===== src/rtl/gpu_mem_pkg.sv =====
// Shared definitions for the GPU memory arbitration slice.
package gpu_mem_pkg;
  localparam int DP_DEF = 512;
  localparam int DW_DEF = 32;

  typedef enum logic {
    ST_ARB   = 1'b0,
    ST_CLEAR = 1'b1
  } state_t;
endpackage


===== src/rtl/bram_arbiter_if.sv =====
// One requester's BRAM access port: held request, combinational grant, registered read response.
interface bram_arbiter_if
  import gpu_mem_pkg::*;
#(
  parameter int DW = DW_DEF,
  parameter int AW = $clog2(DP_DEF),
  parameter int MW = DW / 8
);
  logic          req;
  logic          we;
  logic [AW-1:0] addr;
  logic [DW-1:0] wdata;
  logic [MW-1:0] sel;
  logic          gnt;
  logic          rvalid;
  logic [DW-1:0] rdata;

  modport master (output req, we, addr, wdata, sel, input gnt, rvalid, rdata);
  modport slave  (input req, we, addr, wdata, sel, output gnt, rvalid, rdata);
endinterface


===== src/rtl/rr_arb2.sv =====
// Two-way arbiter; round-robin pointer advances only on a grant, or fixed m0 priority.
module rr_arb2 #(
  parameter bit FIXED_PRIO = 1'b0
) (
  input  logic       clk,
  input  logic       rst,
  input  logic [1:0] req,
  output logic [1:0] gnt
);
  logic ptr;  // 1 = requester 1 preferred on contention

  always_comb begin
    gnt = req;
    if (req == 2'b11)
      gnt = (FIXED_PRIO || !ptr) ? 2'b01 : 2'b10;
  end

  always_ff @(posedge clk) begin
    if (rst)
      ptr <= 1'b0;
    else if (|gnt)
      ptr <= gnt[0];
  end
endmodule


===== src/rtl/bram_arbiter.sv =====
// Sole master of a single-port BRAM: arbitrates two requesters and runs a whole-array fill engine.
module bram_arbiter
  import gpu_mem_pkg::*;
#(
  parameter int DP         = DP_DEF,
  parameter int DW         = DW_DEF,
  parameter int MW         = DW / 8,
  parameter int AW         = $clog2(DP),
  parameter int FIXED_PRIO = 0
) (
  input  logic          clk,
  input  logic          rst,
  bram_arbiter_if.slave m0,
  bram_arbiter_if.slave m1,
  input  logic          clear_start,
  input  logic [DW-1:0] clear_value,
  output logic          clear_busy,
  output logic          clear_done,
  output logic [AW-1:0] bram_addr,
  output logic [DW-1:0] bram_wdata,
  output logic [MW-1:0] bram_sel,
  output logic          bram_we,
  input  logic [DW-1:0] bram_rdata
);
  state_t        state, state_nxt;
  logic [AW-1:0] cnt;
  logic [DW-1:0] clr_val;
  logic          last_word;
  logic          done_q;
  logic          rv0_q, rv1_q;
  logic [DW-1:0] rd0_q, rd1_q;
  logic [1:0]    arb_req, arb_gnt;

  assign last_word = (cnt == AW'(DP - 1));

  // A same-cycle clear_start blocks arbitration so the fill never races a transfer.
  assign arb_req = (!rst && state == ST_ARB && !clear_start) ? {m1.req, m0.req} : 2'b00;

  rr_arb2 #(.FIXED_PRIO(FIXED_PRIO != 0)) u_arb (
    .clk (clk),
    .rst (rst),
    .req (arb_req),
    .gnt (arb_gnt)
  );

  always_comb begin
    state_nxt  = state;
    bram_addr  = m0.addr;
    bram_wdata = m0.wdata;
    bram_sel   = '0;
    bram_we    = 1'b0;
    case (state)
      ST_ARB: begin
        if (clear_start)
          state_nxt = ST_CLEAR;
        if (arb_gnt[1]) begin
          bram_addr  = m1.addr;
          bram_wdata = m1.wdata;
          bram_sel   = m1.sel;
          bram_we    = m1.we;
        end else if (arb_gnt[0]) begin
          bram_sel   = m0.sel;
          bram_we    = m0.we;
        end
      end
      ST_CLEAR: begin
        if (last_word)
          state_nxt = ST_ARB;
        bram_addr  = cnt;
        bram_wdata = clr_val;
        bram_sel   = '1;
        bram_we    = !rst;
      end
      default: state_nxt = ST_ARB;
    endcase
  end

  always_ff @(posedge clk) begin
    if (rst) begin
      state   <= ST_ARB;
      cnt     <= '0;
      clr_val <= '0;
      done_q  <= 1'b0;
      rv0_q   <= 1'b0;
      rv1_q   <= 1'b0;
      rd0_q   <= '0;
      rd1_q   <= '0;
    end else begin
      state  <= state_nxt;
      done_q <= (state == ST_CLEAR) && last_word;
      if (state == ST_ARB && clear_start) begin
        cnt     <= '0;
        clr_val <= clear_value;
      end else if (state == ST_CLEAR && !last_word) begin
        cnt <= cnt + 1'b1;
      end
      rv0_q <= arb_gnt[0] && !m0.we;
      rv1_q <= arb_gnt[1] && !m1.we;
      if (arb_gnt[0] && !m0.we)
        rd0_q <= bram_rdata;
      if (arb_gnt[1] && !m1.we)
        rd1_q <= bram_rdata;
    end
  end

  assign m0.gnt     = arb_gnt[0];
  assign m1.gnt     = arb_gnt[1];
  assign m0.rvalid  = rv0_q && !rst;
  assign m1.rvalid  = rv1_q && !rst;
  assign m0.rdata   = rst ? '0 : rd0_q;
  assign m1.rdata   = rst ? '0 : rd1_q;
  assign clear_busy = (state == ST_CLEAR) && !rst;
  assign clear_done = done_q && !rst;
endmodule


===== src/flat_wrapper.sv =====
// flat-port wrapper written by rule: the top's interface ports become plain ports
module bram_arbiter_flat import gpu_mem_pkg::*;
#(
  parameter int DP         = DP_DEF,
  parameter int DW         = DW_DEF,
  parameter int MW         = DW / 8,
  parameter int AW         = $clog2(DP),
  parameter int FIXED_PRIO = 0
)
  (clk, rst, clear_start, clear_value, clear_busy, clear_done, bram_addr, bram_wdata, bram_sel, bram_we, bram_rdata, m0_req, m0_we, m0_addr, m0_wdata, m0_sel, m0_gnt, m0_rvalid, m0_rdata, m1_req, m1_we, m1_addr, m1_wdata, m1_sel, m1_gnt, m1_rvalid, m1_rdata);
  bram_arbiter_if #(.DW(DW), .AW(AW), .MW(MW)) m0_i ();
  bram_arbiter_if #(.DW(DW), .AW(AW), .MW(MW)) m1_i ();
  input  logic clk;
  input  logic rst;
  input  logic clear_start;
  input  logic [DW-1:0] clear_value;
  output logic clear_busy;
  output logic clear_done;
  output logic [AW-1:0] bram_addr;
  output logic [DW-1:0] bram_wdata;
  output logic [MW-1:0] bram_sel;
  output logic bram_we;
  input  logic [DW-1:0] bram_rdata;
  input wire logic [$bits(m0_i.req)-1:0] m0_req;
  input wire logic [$bits(m0_i.we)-1:0] m0_we;
  input wire logic [$bits(m0_i.addr)-1:0] m0_addr;
  input wire logic [$bits(m0_i.wdata)-1:0] m0_wdata;
  input wire logic [$bits(m0_i.sel)-1:0] m0_sel;
  output wire logic [$bits(m0_i.gnt)-1:0] m0_gnt;
  output wire logic [$bits(m0_i.rvalid)-1:0] m0_rvalid;
  output wire logic [$bits(m0_i.rdata)-1:0] m0_rdata;
  input wire logic [$bits(m1_i.req)-1:0] m1_req;
  input wire logic [$bits(m1_i.we)-1:0] m1_we;
  input wire logic [$bits(m1_i.addr)-1:0] m1_addr;
  input wire logic [$bits(m1_i.wdata)-1:0] m1_wdata;
  input wire logic [$bits(m1_i.sel)-1:0] m1_sel;
  output wire logic [$bits(m1_i.gnt)-1:0] m1_gnt;
  output wire logic [$bits(m1_i.rvalid)-1:0] m1_rvalid;
  output wire logic [$bits(m1_i.rdata)-1:0] m1_rdata;
  assign m0_i.req = m0_req;
  assign m0_i.we = m0_we;
  assign m0_i.addr = m0_addr;
  assign m0_i.wdata = m0_wdata;
  assign m0_i.sel = m0_sel;
  assign m0_gnt = m0_i.gnt;
  assign m0_rvalid = m0_i.rvalid;
  assign m0_rdata = m0_i.rdata;
  assign m1_i.req = m1_req;
  assign m1_i.we = m1_we;
  assign m1_i.addr = m1_addr;
  assign m1_i.wdata = m1_wdata;
  assign m1_i.sel = m1_sel;
  assign m1_gnt = m1_i.gnt;
  assign m1_rvalid = m1_i.rvalid;
  assign m1_rdata = m1_i.rdata;
  bram_arbiter #(.DP(DP), .DW(DW), .MW(MW), .AW(AW), .FIXED_PRIO(FIXED_PRIO)) u_core (.clk(clk), .rst(rst), .m0(m0_i), .m1(m1_i), .clear_start(clear_start), .clear_value(clear_value), .clear_busy(clear_busy), .clear_done(clear_done), .bram_addr(bram_addr), .bram_wdata(bram_wdata), .bram_sel(bram_sel), .bram_we(bram_we), .bram_rdata(bram_rdata));
endmodule

===== config.mk =====
export PLATFORM = sky130hd
export DESIGN_NAME = bram_arbiter_flat
export DESIGN_NICKNAME = d
export VERILOG_FILES = /design/src/rtl/gpu_mem_pkg.sv /design/src/rtl/bram_arbiter_if.sv /design/src/rtl/rr_arb2.sv /design/src/rtl/bram_arbiter.sv /design/src/flat_wrapper.sv
export SDC_FILE = /design/constraint.sdc
export NUM_CORES = 1
export LEC_CHECK = 0
export BUFFER_PORTS_ARGS = -buffer_cell sky130_fd_sc_hd__buf_2
export CAP_MARGIN = 5
export CORE_AREA = 2 2 109 111
export CTS_CLUSTER_DIAMETER = 30
export DETAILED_ROUTE_END_ITERATION = 8
export DIE_AREA = 0 0 111 113
export PLACE_DENSITY = 0.87
export REMOVE_ABC_BUFFERS = 1
export SLEW_MARGIN = 20
export SYNTH_ARGS = -nofsm -noshare
export SYNTH_HDL_FRONTEND = slang
export SYNTH_SLANG_ARGS = --single-unit

===== constraint.sdc =====
create_clock -name clk -period 3.98 [get_ports clk]
set_input_delay 0.796 -clock clk [delete_from_list [all_inputs] [get_ports clk]]
set_output_delay 0.796 -clock clk [all_outputs]
set_load 0.01 [all_outputs]

* Yosys cells after proc, flatten, opt, wreduce, memory -nomap -nowiden
Cells that the tools add are included.
Word-level totals: flip-flop bits (word level) 110, output and inout port bits 116
Operators by class: reduce and logical (&&, ||, !) cells 18, eq/ne operators 2, bitwise logic cells 1, add/sub/neg operators 1, mux-type cells 18
Operator list (count):
- 2-to-1 mux 32 bit | 3
- case mux 32 bit (2 select lines) | 1
- case mux 9 bit (2 select lines) | 1
- logical AND 1 bit | 11
- adder 9 x 1 -> 9 bit (second input constant) | 1
- equality test 9 bit (second input constant) | 1
- 2-to-1 mux 9 bit | 1
- 2-to-1 mux 4 bit | 2
- case mux 4 bit (2 select lines) | 1
- 2-to-1 mux 2 bit | 3
- logical NOT 1 bit | 5
- 2-to-1 mux 1 bit | 4
- case mux 1 bit (2 select lines) | 2
- OR reduction 2 bit | 2
- equality test 2 bit (second input constant) | 1
- NOT 1 bit | 1

* Longest topological paths before layout
Gate-level depths: netlist of run 1.
depth in word-level cells 9, mapped depth 8

* Cells and area by module
Synthesis of run 1 repeated with hierarchy kept, for this count alone.
Second synthesis, totals: cell total of the unflattened synthesis 570, area, all modules 4969.8 µm²
By module, submodules not included:
- bram_arbiter | sequential area each 2182.1 µm², area each 4919.7 µm², cells each 564, instances 1
- rr_arb2 | sequential area each 20.0 µm², area each 50.0 µm², cells each 6, instances 1

* Worst setup path before layout of run 1
OpenSTA, ideal clock, no wires.
path kind input-to-output, start point input rst, end point output bram_wdata[27], data required time 3.184 ns, slack 1.390 ns, stages on the path 4, arrival 1.794 ns, cell sequence nor3_4 -> and3_1 -> clkbuf_1 -> a221o_1
Between the ends: word-level cells in the longest chain between the ends 8
Ends and longest elaborated chain:
- start: declaration | line flat_wrapper.sv:14 | input logic rst;
- logical NOT 1 bit * | line bram_arbiter.sv:37 | assign arb_req = (!rst && state == ST_ARB && !clear_start) ? {m1.req, m0.req} : 2'b00;
- logical AND 1 bit * (2 in a row) | line bram_arbiter.sv:37
- 2-to-1 mux 2 bit * | line bram_arbiter.sv:37
- equality test 2 bit | line rr_arb2.sv:14 | if (req == 2'b11)
- 2-to-1 mux 2 bit * | line rr_arb2.sv:14
- named net m1_gnt | line flat_wrapper.sv:37 | output wire logic [$bits(m1_i.gnt)-1:0] m1_gnt;
- 2-to-1 mux 32 bit * | line bram_arbiter.sv:56 | if (arb_gnt[1]) begin
- case mux 32 bit (2 select lines) * | line bram_arbiter.sv:52 | case (state)
- end: declaration | line flat_wrapper.sv:20 | output logic [DW-1:0] bram_wdata;
Mark *: on every way through the listed nets, which the timed path passes. The rest lies on a longest branch.

* Final worst setup path of run 1
start point input rst, end point output m0_rdata[0]
Between the ends: word-level cells in the longest chain between the ends 1
Ends and longest elaborated chain:
- 2-to-1 mux 32 bit | line bram_arbiter.sv:110 | assign m0.rdata = rst ? '0 : rd0_q;
- end: declaration | line flat_wrapper.sv:31 | output wire logic [$bits(m0_i.rdata)-1:0] m0_rdata;
No other way between the ends.

==> results of run 1 <==
==> layer usage <==
metal,share of wire,GRT usage,up-vias
li1,-,-,2331
met1,0.41,0.256,2093
met2,0.47,0.366,221
met3,0.11,0.0841,16
met4,0.014,0.0783,2
met5,0.00084,0,-
==> cells in the mapped netlist, drive strengths merged <==
library cell,number,area [um2]
and2,42,263
clkbuf,26,97.6
mux2,64,721
o21ai,1,5.00
nand2,68,255
a221o,46,460
o21a,1,7.51
nand3,3,15.0
or3,2,12.5
or4,3,22.5
nand2b,2,12.5
o31ai,3,22.5
nand4,3,25.0
and3,2,12.5
mux2i,3,30.0
nand3b,2,15.0
and4b,1,10.0
ha,2,25.0
a21oi,36,180
a21boi,1,7.51
dfxtp,110,2200
buf,16,83.8
xor2,1,8.76
nor3,1,16.3
xnor2,1,8.76
inv,4,15.0
nor2,7,26.3
a31oi,1,6.26
nor2b,70,438
==> registers in the layout, summed over array words and instances (netlist names) <==
register / flops
u_core.state: 1
u_core.u_arb.ptr: 1
u_core.clr_val: 32
u_core.rv1_q: 1
u_core.rv0_q: 1
u_core.cnt: 9
u_core.done_q: 1
u_core.rd1_q: 32
u_core.rd0_q: 32
==> per-stage QoR <==
| step | cells | cell area [um2] |
|---|---|---|
| after global routing | 926 | 6780 |
| after detailed placement | 907 | 6460 |
| after global placement | 907 | 6460 |
| final | 928 | 6790 |
| after CTS | 923 | 6750 |
| after floorplan | 480 | 4820 |
==> how the worst max path moves through the flow <==
stage	slack, ps	endpoint	startpoint	cells after the start
global placement	910	m1_rdata[30]	rst	5
CTS	780	bram_wdata[16]	m0_req	5
global route	790	bram_wdata[16]	rst	6
detailed placement	780	bram_wdata[16]	m0_req	5
finish	900	m0_rdata[0]	rst	5
floorplan	10	bram_addr[0]	u_core.state	3
==> kinds of logic after synthesis <==
group	synth area share
flops	0.440
mux	0.150
fa+ha+maj	0.00500
buf+inv	0.0392
compound gates	0.138
xor+xnor	0.00350
simple gates	0.224
==> cell type report <==
type / instances / area (um2)
well taps: 143 / 179
fillers: 972 / 4490
diodes: 4 / 10.0
clock inverters: 6 / 55.1
inverters: 4 / 15.0
clock buffers: 10 / 229
repair buffers: 285 / 1470
flip-flops and latches: 110 / 2200
multi-input cells: 366 / 2630
==> critical path, stage by stage <==
cell,delay [ps]
buf_4,100
buf_4,440
buf_4,570
nor2b_1,150
buf_2,180
==> where the power goes <==
group / total (uW) / switching, uW / internal [uW]
logic: 374 / 191 / 183
registers: 1150 / 14.4 / 1140
clock network: 857 / 419 / 438
==> results_dict.tcl, run 1 <==
set metrics [dict create \
    cts-buffers-inserted 9 \
    die-area_um2 12500 \
    hold_ws_ps 452 \
    pin_count_of_the_biggest_net_entering_global_routing 54 \
    final.period_utilization 0.775 \
    worst_ir_drop_vdd_v 0.000230 \
    finClkSkew_ps 7.18 \
    layout-drive-gt1-share 0.392 \
    detailedRoute.firstIterationViolations 280 \
    hold_path_startpoint "u_core.clr_val[4]" \
    io-pin-count 277 \
    ctsRootBufferMaster "clkbuf_16" \
    grtUsageTotal 0.218 \
    vias_after_detailed_routing 4663 \
    coreArea_um2 11300 \
    power.static_leakage_uw 0.00342 \
    worstMarginPinSlew_ps 571 \
    grt_setup_unrepaired "false" \
    remaining_drc_errors 0 \
    slew_viols_final 0 \
    h-tree-depth 3 \
    tritoncts "yes" \
    min_period_ps 3080 \
    timing.final.hold_violations 0 \
    setup.worst_path.start_class "input port" \
    outcome "complete, no violations" \
    initial_utilization 0.444 \
    max-clock-path-buffers 2 \
    r2r_start "u_core.cnt[0]" \
    antenna_found_initial 6 \
    setup_tns_ps 0 \
    layout.nets 939 \
    worst-r2r-cell-count 7 \
    highest_count_cells_in_the_layout_ignoring_fill_and_taps "buf_2, dfxtp_1, nor2b_1, nand2_1, mux2_1" \
    synthesis.area_um2 5000 \
    min_delay_path_depth 2 \
    drt-total-wl_um 14300 \
    timing.reg2reg.setup_slack_ps 1930 \
    rr_endpoint "u_core.cnt[5]" \
    dp.final_hpwl_um 10700 \
    layout-area-overhead-vs-synth_pct 35.6 \
    route.detailed.vias_per_inst 5.02 \
    synth_cells 522 \
    post_cts_hold_buffer_count 0 \
    power_consumption_uw 2380 \
    grt_pass1_vias 4520 \
    postRouteAntennaNets 0 \
    most_common_library_cell_in_the_layout_ignoring_fill_and_taps "buf_2" \
    floorplan.die.height_um 113 \
    post_cts.repair.setup_buffers 0 \
    floorplan.die.width_um 111 \
    synth_seq_cells 110 \
    grt_pass1_wl_um 22000 \
    routedWlPerCell_um 15.4 \
    kind_of_capture_point_of_the_worst_setup_path "primary output" \
    gr-total-overflow 0 \
    rows 39 \
    cts.clk_slew.worst_paths_ps 70 \
    arrival_ps 2290 \
    place_worst_setup_slack_ps 776 \
    clock.fmax_ghz 0.324 \
    slew_headroom 0.619 \
    hold_end "u_core.clr_val[4]" \
    clk-insertion-delay-late_ps 340 \
    yosysUniqueCellTypes 33 \
    gpl_congestion 0.864 \
    count_of_buffers_inserted_at_the_top_level_ports 276 \
    synth_seq_area_share 0.440 \
    yosysWarningCount 0 \
    worstPathMaxFanout 53 \
    max_cap_viols 0 \
    finalSetupViolations 0 \
    finalWorstSetupSlack_ps 897 \
    cts.repair.resized 0 \
    required_ps 3180 \
    cts_num_sinks 110 \
    finalCoreUtilization 0.602 \
    timing_worst_setup_path_type "input port to primary output" \
    power_density_normalized_to_cell_area_nw_per_um2 351 \
    firstDrtPassIters 4 \
    hold_path.class "register to register" \
    post_synth.cell_area_avg_um2 9.59 \
]
No activity file was read; power rests on OpenSTA's default activity.
==> run 2: changes to the inputs <==
Settings changed: ABC_AREA set to 1, CORE_AREA 2 2 109 111 to not set, CORE_MARGIN set to 2, CORE_UTILIZATION set to 47, DIE_AREA 0 0 111 113 to not set, PLACE_DENSITY 0.87 to 0.88.
Clock period 3.98 ns to 3.23 ns, I/O delays scaled along.
==> results_dict.tcl, run 2 <==
set metrics [dict create \
    max_cap_viols 0 \
    cts_num_sinks 110 \
    power.static_leakage_uw 0.00518 \
    finalWorstSetupSlack_ps 509 \
    antenna_found_initial 4 \
    placement.cell_area_um2 7130 \
    place_worst_setup_slack_ps 545 \
    outcome "complete, no violations" \
    yosysUniqueCellTypes 23 \
    worst_ir_drop_vdd_v 0.000244 \
    tritoncts "yes" \
    multi_input_comb_area_um2 2590 \
    worstMarginPinSlew_ps 1070 \
    grt_setup_unrepaired "false" \
    timing.final.hold_violations 0 \
    rows 40 \
    slew_viols_final 0 \
    max-clock-path-buffers 2 \
    largest_registers "u_core.clr_val (32), u_core.rd0_q (32), u_core.rd1_q (32)" \
    synthesis.area_um2 5720 \
    ctsRootBufferMaster "clkbuf_16" \
    setup_tns_ps 0 \
    synth_seq_cells 110 \
    power_consumption_uw 3080 \
    layout-drive-gt1-share 0.259 \
    min_period_ps 2720 \
    final.period_utilization 0.842 \
    setup.worst_path.start_class "input port" \
    timing_worst_setup_path_type "input port to primary output" \
    routedWlPerCell_um 12.5 \
    synth.area.top_cells "dfxtp_1, nand2_1, inv_1" \
    layout.nets 1347 \
    finClkSkew_ps 4.31 \
    final_cells 1339 \
    ys.flop_type "dfxtp_1" \
    pin_count_of_the_biggest_net_entering_global_routing 72 \
    kind_of_capture_point_of_the_worst_setup_path "primary output" \
    grtUsageTotal 0.243 \
    postRouteAntennaNets 0 \
    detailedRoute.firstIterationViolations 468 \
    synth_async_sr_flop_share 0 \
    initial_utilization 0.478 \
    count_of_buffers_inserted_at_the_top_level_ports 276 \
    drt-total-wl_um 16700 \
    synth_cells 935 \
    post_cts.repair.setup_buffers 0 \
    vias_after_detailed_routing 6356 \
    grt_pass1_wl_um 25700 \
    highest_count_cells_in_the_layout_ignoring_fill_and_taps "nand2_1, buf_2, inv_1, dfxtp_1, nor2_1" \
    gr-total-overflow 0 \
    place_inst 1320 \
    required_ps 2580 \
    synth_enable_flop_cells 0 \
    grt_pass1_vias 5512 \
    clk-insertion-delay-late_ps 340 \
    most_common_library_cell_in_the_layout_ignoring_fill_and_taps "nand2_1" \
    post_cts_hold_buffer_count 0 \
    coreArea_um2 12000 \
    io-pin-count 277 \
    finalSetupViolations 0 \
    yosys.area.top_type_share 0.385 \
    post-synth-top-count-cell "nand2_1" \
    hold_path.class "register to register" \
    synth_largest_area_cell "dfxtp_1" \
    yosysWarningCount 0 \
    power_density_normalized_to_cell_area_nw_per_um2 415 \
    design_area_um2 7420 \
    cts.clk_slew.worst_paths_ps 60 \
    floorplan.die.width_um 114 \
    layout-area-overhead-vs-synth_pct 29.8 \
    seq_cell_area_um2 2200 \
    dp.final_hpwl_um 12300 \
    die-area_um2 13100 \
    slew_headroom 0.288 \
    gpl_congestion 0.935 \
    cts-buffers-inserted 9 \
    clock.fmax_ghz 0.368 \
    ys_top_cells_by_count "nand2_1, inv_1, dfxtp_1" \
    h-tree-depth 3 \
    fill_cells 1131 \
    post_synth.cell_area_avg_um2 6.12 \
    cts.repair.resized 0 \
    route.detailed.vias_per_inst 4.75 \
    synth_seq_area_share 0.385 \
    arrival_ps 2080 \
    floorplan.die.height_um 114 \
    remaining_drc_errors 0 \
    firstDrtPassIters 5 \
    worstPathMaxFanout 41 \
]
[run 2: area by class of cell]
type | instances | area share
clock buffer | 14 | 0.0342
inverter | 180 | 0.0914
multi-input combinational | 595 | 0.349
timing repair buffer | 288 | 0.198
tap | 147 | 0.0248
antenna | 4 | 0.00135
sequential | 110 | 0.297
clock inverter | 1 | 0.00405
[run 2: critical path, cell delays in order]
cell and delay (ps):
buf_2 170, inv_2 60, nand3_2 90, nor2_4 60
nor2_4 640, nand2_1 140, nand2_1 110, buf_2 130
[run 2: power breakdown]
part	leakage (uW)	switching [uW]	total [uW]	internal [uW]
clock network	0.000137	454	1070	620
logic	0.00414	329	550	222
registers	0.000900	28.3	1460	1430
[run 2: logic make-up after synthesis]
logic type | synth area share
simple gates | 0.357
buf+inv | 0.163
flops | 0.385
compound gates | 0.0906
fa+ha+maj | 0.00437
[run 2: path summary, 6_finish.rpt]
| kind | slack [ps] | depth (start not counted) | end | from |
|---|---|---|---|---|
| worst min-delay path | 500 | 2 | u_core.cnt[8] | u_core.cnt[8] |
| worst min register to register | 500 | 2 | u_core.cnt[8] | u_core.cnt[8] |
| worst max register to register | 960 | 6 | u_core.clr_val[14] | u_core.state |
| worst max-delay path | 510 | 8 | bram_wdata[30] | rst |
[run 2: metrics by stage]
stage,util,hold WS (ps)
after floorplan,-,459
after global placement,0.596,475
after detailed placement,0.596,488
after CTS,0.620,498
after global routing,0.621,534
final,0.621,496
[run 2: routing by layer]
layer	global-route usage	vias up	part of all wire
li1	-	3263	-
met5	0	-	0
met1	0.306	2774	0.42
met4	0.111	0	0.028
met2	0.413	285	0.48
met3	0.0360	34	0.068
